<file path="src/rtl/fetch_unit_pkg.sv">
// Shared types for the fetch stage: FSM state encoding, queue entry layout
// and the sequential PC increment.
package fetch_pkg;

    localparam int FETCH_WIDTH = 32;
    localparam int PC_STEP     = 4;

    typedef enum logic [1:0] {
        IDLE    = 2'd0,
        REQ     = 2'd1,
        DISCARD = 2'd2
    } fetch_state_t;

    typedef struct packed {
        logic [FETCH_WIDTH-1:0] pc;
        logic [FETCH_WIDTH-1:0] instr;
    } iq_entry_t;

endpackage

</file>
<file path="src/rtl/fetch_unit_if.sv">
// Fetch-stage bundle: PC register load port, instruction-memory read port,
// redirect input and the decode-facing queue handshake.
// master = fetch controller side, slave = surrounding pipeline/memory side.
interface fetch_unit_if #(
    parameter int width = 32
);
    logic [width-1:0] pc_i;
    logic             pc_load_o;
    logic [width-1:0] pc_next_o;
    logic             imem_read_o;
    logic [width-1:0] imem_addr_o;
    logic             imem_resp_i;
    logic [width-1:0] imem_rdata_i;
    logic             redirect_i;
    logic [width-1:0] redirect_pc_i;
    logic             iq_valid_o;
    logic [width-1:0] iq_instr_o;
    logic [width-1:0] iq_pc_o;
    logic             iq_ready_i;

    modport master (
        input  pc_i,
        output pc_load_o, pc_next_o,
        output imem_read_o, imem_addr_o,
        input  imem_resp_i, imem_rdata_i,
        input  redirect_i, redirect_pc_i,
        output iq_valid_o, iq_instr_o, iq_pc_o,
        input  iq_ready_i
    );

    modport slave (
        output pc_i,
        input  pc_load_o, pc_next_o,
        input  imem_read_o, imem_addr_o,
        output imem_resp_i, imem_rdata_i,
        output redirect_i, redirect_pc_i,
        input  iq_valid_o, iq_instr_o, iq_pc_o,
        output iq_ready_i
    );
endinterface

</file>
<file path="src/rtl/fetch_unit_instr_queue.sv">
// Circular instruction queue holding {pc, instr} pairs between fetch and
// decode. Flush has priority over push and pop. Head reads as zero when empty.
module instr_queue
    import fetch_pkg::*;
#(
    parameter int DEPTH = 4
) (
    input  logic                   clk,
    input  logic                   rst,
    input  logic                   flush,
    input  logic                   push,
    input  iq_entry_t              push_data,
    input  logic                   pop,
    output iq_entry_t              head,
    output logic [$clog2(DEPTH):0] count,
    output logic                   full,
    output logic                   empty
);
    localparam int AW = $clog2(DEPTH);

    iq_entry_t       mem [DEPTH];
    logic [AW-1:0]   wr_ptr;
    logic [AW-1:0]   rd_ptr;
    logic            do_push;
    logic            do_pop;

    assign full    = (count == (AW+1)'(DEPTH));
    assign empty   = (count == '0);
    assign do_pop  = pop && !empty;
    assign do_push = push && (!full || do_pop);
    assign head    = empty ? '0 : mem[rd_ptr];

    // Pointer and occupancy tracking; a flush empties the queue outright.
    always_ff @(posedge clk) begin
        if (rst || flush) begin
            wr_ptr <= '0;
            rd_ptr <= '0;
            count  <= '0;
        end else begin
            if (do_push) wr_ptr <= wr_ptr + AW'(1);
            if (do_pop)  rd_ptr <= rd_ptr + AW'(1);
            count <= count + {{AW{1'b0}}, do_push} - {{AW{1'b0}}, do_pop};
        end
    end

    // Entry storage; no reset because reads are masked while empty.
    always_ff @(posedge clk) begin
        if (!rst && !flush && do_push) mem[wr_ptr] <= push_data;
    end

endmodule

</file>
<file path="src/rtl/fetch_unit.sv">
// Fetch controller: issues instruction-memory reads from the external PC
// register, advances or redirects that register and queues returned words.
// Optional build macro FETCH_BYPASS_EN: a response arriving while the queue
// is empty is presented to decode in the same cycle (zero latency).
//
// state   | meaning
// --------+-----------------------------------------------------------
// IDLE    | no read outstanding; issue from pc_i when the queue has room
// REQ     | read outstanding at req_addr; response is enqueued
// DISCARD | read outstanding for a killed path; response is dropped
//
// Memory-side outputs are decoded from the registered state so the first
// read can go out in the first cycle after reset.
module fetch_unit
    import fetch_pkg::*;
#(
    parameter int width    = FETCH_WIDTH,
    parameter int IQ_DEPTH = 4
) (
    input logic          clk,
    input logic          rst,
    fetch_unit_if.master bus
);
    localparam int CW = $clog2(IQ_DEPTH) + 1;

    fetch_state_t     state;
    logic [width-1:0] req_addr;
    logic [CW-1:0]    q_count;
    logic             q_full;
    logic             q_empty;
    logic             q_valid;
    logic             q_push;
    logic             q_pop;
    iq_entry_t        q_head;
    iq_entry_t        q_wdata;
    logic             accept;
    logic             room_issue;
    logic             room_next;
    logic [CW:0]      occ_next;

    assign accept     = !rst && (state == REQ) && bus.imem_resp_i && !bus.redirect_i;
    assign q_valid    = !q_empty;
    assign q_pop      = !rst && q_valid && bus.iq_ready_i && !bus.redirect_i;
    assign q_wdata    = '{pc: req_addr, instr: bus.imem_rdata_i};
    // In IDLE nothing can be pushed, so room reduces to "not full or popping".
    assign room_issue = !q_full || q_pop;
    assign occ_next   = {1'b0, q_count} + {{CW{1'b0}}, q_push} - {{CW{1'b0}}, q_pop};
    assign room_next  = occ_next < (CW+1)'(IQ_DEPTH);

`ifdef FETCH_BYPASS_EN
    logic bypass;
    assign bypass         = q_empty && accept;
    assign q_push         = accept && !(bypass && bus.iq_ready_i);
    assign bus.iq_valid_o = q_valid || bypass;
    assign bus.iq_pc_o    = q_valid ? q_head.pc    : (bypass ? req_addr : '0);
    assign bus.iq_instr_o = q_valid ? q_head.instr : (bypass ? bus.imem_rdata_i : '0);
`else
    assign q_push         = accept;
    assign bus.iq_valid_o = q_valid;
    assign bus.iq_pc_o    = q_head.pc;
    assign bus.iq_instr_o = q_head.instr;
`endif

    instr_queue #(.DEPTH(IQ_DEPTH)) u_iq (
        .clk       (clk),
        .rst       (rst),
        .flush     (bus.redirect_i),
        .push      (q_push),
        .push_data (q_wdata),
        .pop       (q_pop),
        .head      (q_head),
        .count     (q_count),
        .full      (q_full),
        .empty     (q_empty)
    );

    // Memory request and PC-register load strobes decoded from the state.
    always_comb begin
        bus.imem_read_o = 1'b0;
        bus.imem_addr_o = '0;
        bus.pc_load_o   = 1'b0;
        bus.pc_next_o   = '0;
        if (!rst) begin
            case (state)
                IDLE: begin
                    if (bus.redirect_i) begin
                        bus.pc_load_o = 1'b1;
                        bus.pc_next_o = bus.redirect_pc_i;
                    end else if (room_issue) begin
                        bus.imem_read_o = 1'b1;
                        bus.imem_addr_o = bus.pc_i;
                    end
                end
                REQ, DISCARD: begin
                    // The outstanding address must be held until the response.
                    bus.imem_read_o = 1'b1;
                    bus.imem_addr_o = req_addr;
                    if (bus.redirect_i) begin
                        bus.pc_load_o = 1'b1;
                        bus.pc_next_o = bus.redirect_pc_i;
                    end else if (accept) begin
                        bus.pc_load_o = 1'b1;
                        bus.pc_next_o = req_addr + width'(PC_STEP);
                    end
                end
                default: ;
            endcase
        end
    end

    // Fetch FSM and outstanding-request address.
    always_ff @(posedge clk) begin
        if (rst) begin
            state    <= IDLE;
            req_addr <= '0;
        end else begin
            case (state)
                IDLE: begin
                    if (!bus.redirect_i && room_issue) begin
                        req_addr <= bus.pc_i;
                        state    <= REQ;
                    end
                end
                REQ: begin
                    if (bus.redirect_i) begin
                        state <= bus.imem_resp_i ? IDLE : DISCARD;
                    end else if (bus.imem_resp_i) begin
                        if (room_next) req_addr <= req_addr + width'(PC_STEP);
                        else           state    <= IDLE;
                    end
                end
                DISCARD: begin
                    if (bus.imem_resp_i) state <= IDLE;
                end
                default: state <= IDLE;
            endcase
        end
    end

endmodule

</file>
<file path="src/flat_wrapper.sv">
// flat-port wrapper written by rule: the top's interface ports become plain ports
module fetch_unit_flat import fetch_pkg::*;
#(
    parameter int width    = FETCH_WIDTH,
    parameter int IQ_DEPTH = 4
)
  (clk, rst, bus_pc_i, bus_pc_load_o, bus_pc_next_o, bus_imem_read_o, bus_imem_addr_o, bus_imem_resp_i, bus_imem_rdata_i, bus_redirect_i, bus_redirect_pc_i, bus_iq_valid_o, bus_iq_instr_o, bus_iq_pc_o, bus_iq_ready_i);
  fetch_unit_if #(.width(width)) bus_i ();
  input logic clk;
  input logic rst;
  input wire logic [$bits(bus_i.pc_i)-1:0] bus_pc_i;
  output wire logic [$bits(bus_i.pc_load_o)-1:0] bus_pc_load_o;
  output wire logic [$bits(bus_i.pc_next_o)-1:0] bus_pc_next_o;
  output wire logic [$bits(bus_i.imem_read_o)-1:0] bus_imem_read_o;
  output wire logic [$bits(bus_i.imem_addr_o)-1:0] bus_imem_addr_o;
  input wire logic [$bits(bus_i.imem_resp_i)-1:0] bus_imem_resp_i;
  input wire logic [$bits(bus_i.imem_rdata_i)-1:0] bus_imem_rdata_i;
  input wire logic [$bits(bus_i.redirect_i)-1:0] bus_redirect_i;
  input wire logic [$bits(bus_i.redirect_pc_i)-1:0] bus_redirect_pc_i;
  output wire logic [$bits(bus_i.iq_valid_o)-1:0] bus_iq_valid_o;
  output wire logic [$bits(bus_i.iq_instr_o)-1:0] bus_iq_instr_o;
  output wire logic [$bits(bus_i.iq_pc_o)-1:0] bus_iq_pc_o;
  input wire logic [$bits(bus_i.iq_ready_i)-1:0] bus_iq_ready_i;
  assign bus_i.pc_i = bus_pc_i;
  assign bus_pc_load_o = bus_i.pc_load_o;
  assign bus_pc_next_o = bus_i.pc_next_o;
  assign bus_imem_read_o = bus_i.imem_read_o;
  assign bus_imem_addr_o = bus_i.imem_addr_o;
  assign bus_i.imem_resp_i = bus_imem_resp_i;
  assign bus_i.imem_rdata_i = bus_imem_rdata_i;
  assign bus_i.redirect_i = bus_redirect_i;
  assign bus_i.redirect_pc_i = bus_redirect_pc_i;
  assign bus_iq_valid_o = bus_i.iq_valid_o;
  assign bus_iq_instr_o = bus_i.iq_instr_o;
  assign bus_iq_pc_o = bus_i.iq_pc_o;
  assign bus_i.iq_ready_i = bus_iq_ready_i;
  fetch_unit #(.width(width), .IQ_DEPTH(IQ_DEPTH)) u_core (.clk(clk), .rst(rst), .bus(bus_i));
endmodule
</file>
<file path="config.mk">
export PLATFORM = sky130hd
export DESIGN_NAME = fetch_unit_flat
export DESIGN_NICKNAME = d
export VERILOG_FILES = /design/src/rtl/fetch_unit_pkg.sv /design/src/rtl/fetch_unit_if.sv /design/src/rtl/fetch_unit_instr_queue.sv /design/src/rtl/fetch_unit.sv /design/src/flat_wrapper.sv
export SDC_FILE = /design/constraint.sdc
export NUM_CORES = 1
export LEC_CHECK = 0
export ABC_AREA = 1
export CAP_MARGIN = 20
export CORE_UTILIZATION = 58
export CTS_CLUSTER_DIAMETER = 40
export DETAILED_ROUTE_END_ITERATION = 12
export PLACE_DENSITY = 0.84
export SETUP_SLACK_MARGIN = 0.2
export SLEW_MARGIN = 40
export SYNTH_ARGS = -nofsm -noshare
export SYNTH_HDL_FRONTEND = slang
export SYNTH_SLANG_ARGS = --single-unit
</file>
<file path="constraint.sdc">
create_clock -name clk -period 10 [get_ports clk]
set_input_delay 2 -clock clk [delete_from_list [all_inputs] [get_ports clk]]
set_output_delay 2 -clock clk [all_outputs]
set_load 0.01 [all_outputs]
</file>
==> results.py <==
metrics = {
    "final_layout": {
        "antenna_cells": 0,
        "post-route-util": 0.750,
        "fin_cells": 2084,
        "nFillCells": 1651,
        "layout-drive-gt1-share": 0.0606,
        "areaGrowthSynthToFinish_pct": 25.8,
        "nets": 1859,
    },
    "power_and_ir_drop": {
        "fin_total_pwr_mw": 3.29,
        "pwr-share-comb": 0.147,
        "power_frac_seq": 0.472,
        "p_switching_mw": 0.917,
        "p_leak_nw": 6.35,
        "powerDensity_mw_per_mm2": 185,
        "ir_worst_vdd_mv": 0.107,
        "p_int_mw": 2.37,
        "pwr-share-clk": 0.381,
        "swShare": 0.279,
    },
    "floorplan": {
        "die-area_sq_mm": 0.0250,
        "ioPinCount": 232,
        "row_count": 56,
        "core_sq_mm": 0.0237,
        "die_w_microns": 158,
        "die_y_microns": 158,
        "start_util": 0.596,
    },
    "placed_design": {
        "gp_congestion": 0.959,
        "port_buffers": 231,
        "dp_cells": 2025,
        "post-dp-hpwl_microns": 24400,
    },
    "sta": {
        "slew_headroom": 0.410,
        "setup-tns-final_ps": 0,
        "min_period_ps": 7030,
        "finalHoldViolations": 0,
        "fmax_mhz": 142,
        "setup_viol_count_final": 0,
        "finClkSkew_ps": 24.7,
        "rsz0062_at_grt": "false",
        "slew_viol_final": 0,
        "holdWs_ps": 491,
        "worst_pin_slew_ps": 885,
        "period_share": 0.703,
    },
    "clock_network": {
        "ctsHoldBuffers": 0,
        "cts_tree": "yes",
        "cts-root-buf": "clkbuf_16",
        "cts-resized-gates": 0,
        "cts.clk_slew.worst_paths_ps": 70,
        "clock_latency_ps": 510,
        "post_cts_buffers": 0,
        "cts-buffers-inserted": 35,
        "clock-sinks": 299,
        "cts.path.max_buffers": 3,
        "htreeDepth": 2,
    },
    "yosys": {
        "ys.flop_type": "edfxtp_1",
        "synth_xor_xnor_area_share": 0.00487,
        "yosys.area_share.simple": 0.219,
        "synthAdderAreaFrac": 0.0138,
        "synth_seq_area_share": 0.605,
        "synthMuxAreaShare": 0.000709,
        "synth_edf_count": 256,
        "synth_top_family_by_area": "simple AND/OR/NAND/NOR gates",
        "syn_inst": 1543,
        "ys_seq_elements": 299,
        "synth_area_sq_mm": 0.0141,
        "yosys-top-cells-area": "edfxtp_1 54%, nor2_1 9.9%, nand2_1 8.0%, dfxtp_1 6.1%, o21ai_0 5.1%",
        "ys_warn_count": 0,
        "synth_compound_area_frac": 0.110,
        "synth.largest_area_cell": "edfxtp_1",
        "yosysTopAreaCellShare": 0.544,
        "async_reset_ff_frac": 0,
        "synth_cell_types": 39,
        "avgSynthCellArea_sq_um": 9.15,
        "synth_fp_nets": 1659,
    },
    "global_routing": {
        "grt_pass1_wl_microns": 59100,
        "grt_pass1_vias": 11391,
        "grt_max_degree": 99,
        "antenna_found_initial": 0,
        "grt_overflow_total": 0,
        "track_usage": 0.312,
    },
    "critical_path": {
        "crit_top_cell": "nand3_1",
        "slowest_delay_ps": 800,
        "cp_num_cells": 9,
        "cp.required_ps": 8000,
        "worstPathMaxFanout": 29,
        "path_buf_inv": 5,
        "critPathArrivalTime_ps": 5030,
        "ff2ff_path_depth": 17,
        "critPathLaunchType": "primary input",
        "critical_path_class": "in -> out",
        "crit_chain": "clkdlybuf4s50_1 -> inv_4 -> nand3_1 -> inv_1 -> nand3_1 -> inv_2 -> nand3_1 -> a21oi_1 -> clkdlybuf4s50_1",
        "critPathCapture": "bus_pc_next_o[22]",
        "reg2reg_slack_ps": 6710,
        "cp_top_family": "buffers and inverters",
        "critPathCaptureType": "output pin",
        "reg2reg_from": "u_core.state[1]",
        "reg2reg_to": "u_core.req_addr[21]",
        "cpMaxStageDelayCell": "clkdlybuf4s50_1",
        "critical_path.startpoint": "rst",
    },
    "min_path": {
        "worstHoldStart": "u_core.u_iq.rd_ptr[0]",
        "hold_class": "reg -> reg",
    },
    "routing": {
        "drtIter0Drc": 1078,
        "firstDrtPassIters": 5,
        "routedWlPerCell_microns": 18.9,
        "drtAntennaViolNets": 0,
        "dr_total_vias": 11943,
        "vias_per_cell": 5.73,
        "totalWireLength_microns": 39400,
        "drt_drc_violations_left": 0,
    },
    "flow_run": {
        "maxCapViolCount": 0,
    },
    "outcome": {
        "status": "finished clean",
    },
}
## layer usage
| layer | vias up | wire length, microns | GRT usage |
|---|---|---|---|
| li1 | 5594 | - | - |
| met1 | 5641 | 15500 | 0.397 |
| met2 | 611 | 19200 | 0.530 |
| met3 | 97 | 3350 | 0.0545 |
| met4 | 0 | 1340 | 0.128 |
| met5 | - | 0 | 0 |
## worst min path at each step
stage | endpoint | depth (start not counted)
floorplan | flip-flop | 2
global placement | flip-flop | 2
detailed placement | flip-flop | 1
CTS | u_core.u_iq.rd_ptr[1] | 2
global route | u_core.u_iq.rd_ptr[1] | 2
finish | flip-flop | 1
## flip-flops by register name, summed over array words and instances (netlist names), named ones only
signal,cells
u_core.req_addr,32
u_core.state,2
u_core.u_iq.count,3
u_core.u_iq.mem,256
u_core.u_iq.rd_ptr,2
u_core.u_iq.wr_ptr,2
## through the flow
| step | setup slack [ps] | cell area [sq um] |
|---|---|---|
| after CTS | 3080 | 17800 |
| after detailed placement | 3110 | 16600 |
| after floorplan | 4170 | 14100 |
| after global routing | 2840 | 17800 |
| after global placement | 3060 | 16600 |
| final | 2970 | 17800 |
## layout by cell type, fill, tap and decap left out, types with 2 or more instances in the layout
master	n
nor2_2	2
dfxtp_1	41
nand2_4	5
a22oi_1	4
inv_4	3
clkbuf_16	36
bufinv_16	3
nand2_1	301
xor2_1	4
nor2_4	7
clkdlybuf4s50_1	231
nor2_1	370
o21ai_1	4
clkinv_2	4
or2_2	2
inv_6	3
a21oi_1	138
nand4_1	5
clkbuf_1	5
a21oi_2	3
buf_4	6
inv_1	63
edfxtp_1	256
nand3_2	2
buf_6	5
nand2_2	2
xnor2_1	2
clkinv_4	3
ha_1	14
inv_2	7
a21oi_4	2
o21ai_0	144
nand3_1	69
clkinv_8	2
## layout make-up
cell class	instances	area [sq um]	share of cell area
multi-input combinational	1090	4950	0.278
clock buffer	41	920	0.0518
timing repair buffer	243	2430	0.137
clock inverter	18	229	0.0129
tap	319	399	0.0225
sequential	299	8550	0.482
inverter	74	287	0.0161
## kinds of logic (layout without fill, tap and decap cells)
| family | after synthesis | after routing |
|---|---|---|
| adder cells (fa/ha/maj) | 15 | 15 |
| XOR/XNOR | 7 | 7 |
| flip-flops | 299 | 299 |
| AND/OR/NAND/NOR | 769 | 769 |
| AO/OA/AOI/OAI | 298 | 298 |
| multiplexers | 1 | 1 |
| buffers and inverters | 154 | 376 |
## Yosys cell counts, types with 2 or more instances
master,n
nand2_2,2
nand2_1,301
nand4_1,5
buf_6,6
or2_2,2
a21oi_1,138
inv_4,2
o21ai_0,144
clkbuf_1,34
dfxtp_1,43
nand3_2,2
a21oi_4,2
nand3_1,69
a22oi_1,4
nor2_4,3
xnor2_1,2
buf_4,2
xor2_1,4
ha_1,14
nor2_1,374
nand2_4,5
o21ai_1,4
nor2_2,2
buf_1,19
a21oi_2,3
inv_1,64
buf_2,19
inv_2,8
edfxtp_1,256
## power groups by stage
stage               Clock, mW  Sequential [mW]  Combinational [mW]
finish                   1.25             1.55               0.484
global route             1.32             1.56               0.533
CTS                      1.26             1.55               0.478
detailed placement          0             1.57               0.473
global placement            0             1.57               0.469
floorplan                   0             1.52               0.308
No activity file was read; power rests on OpenSTA's default activity.
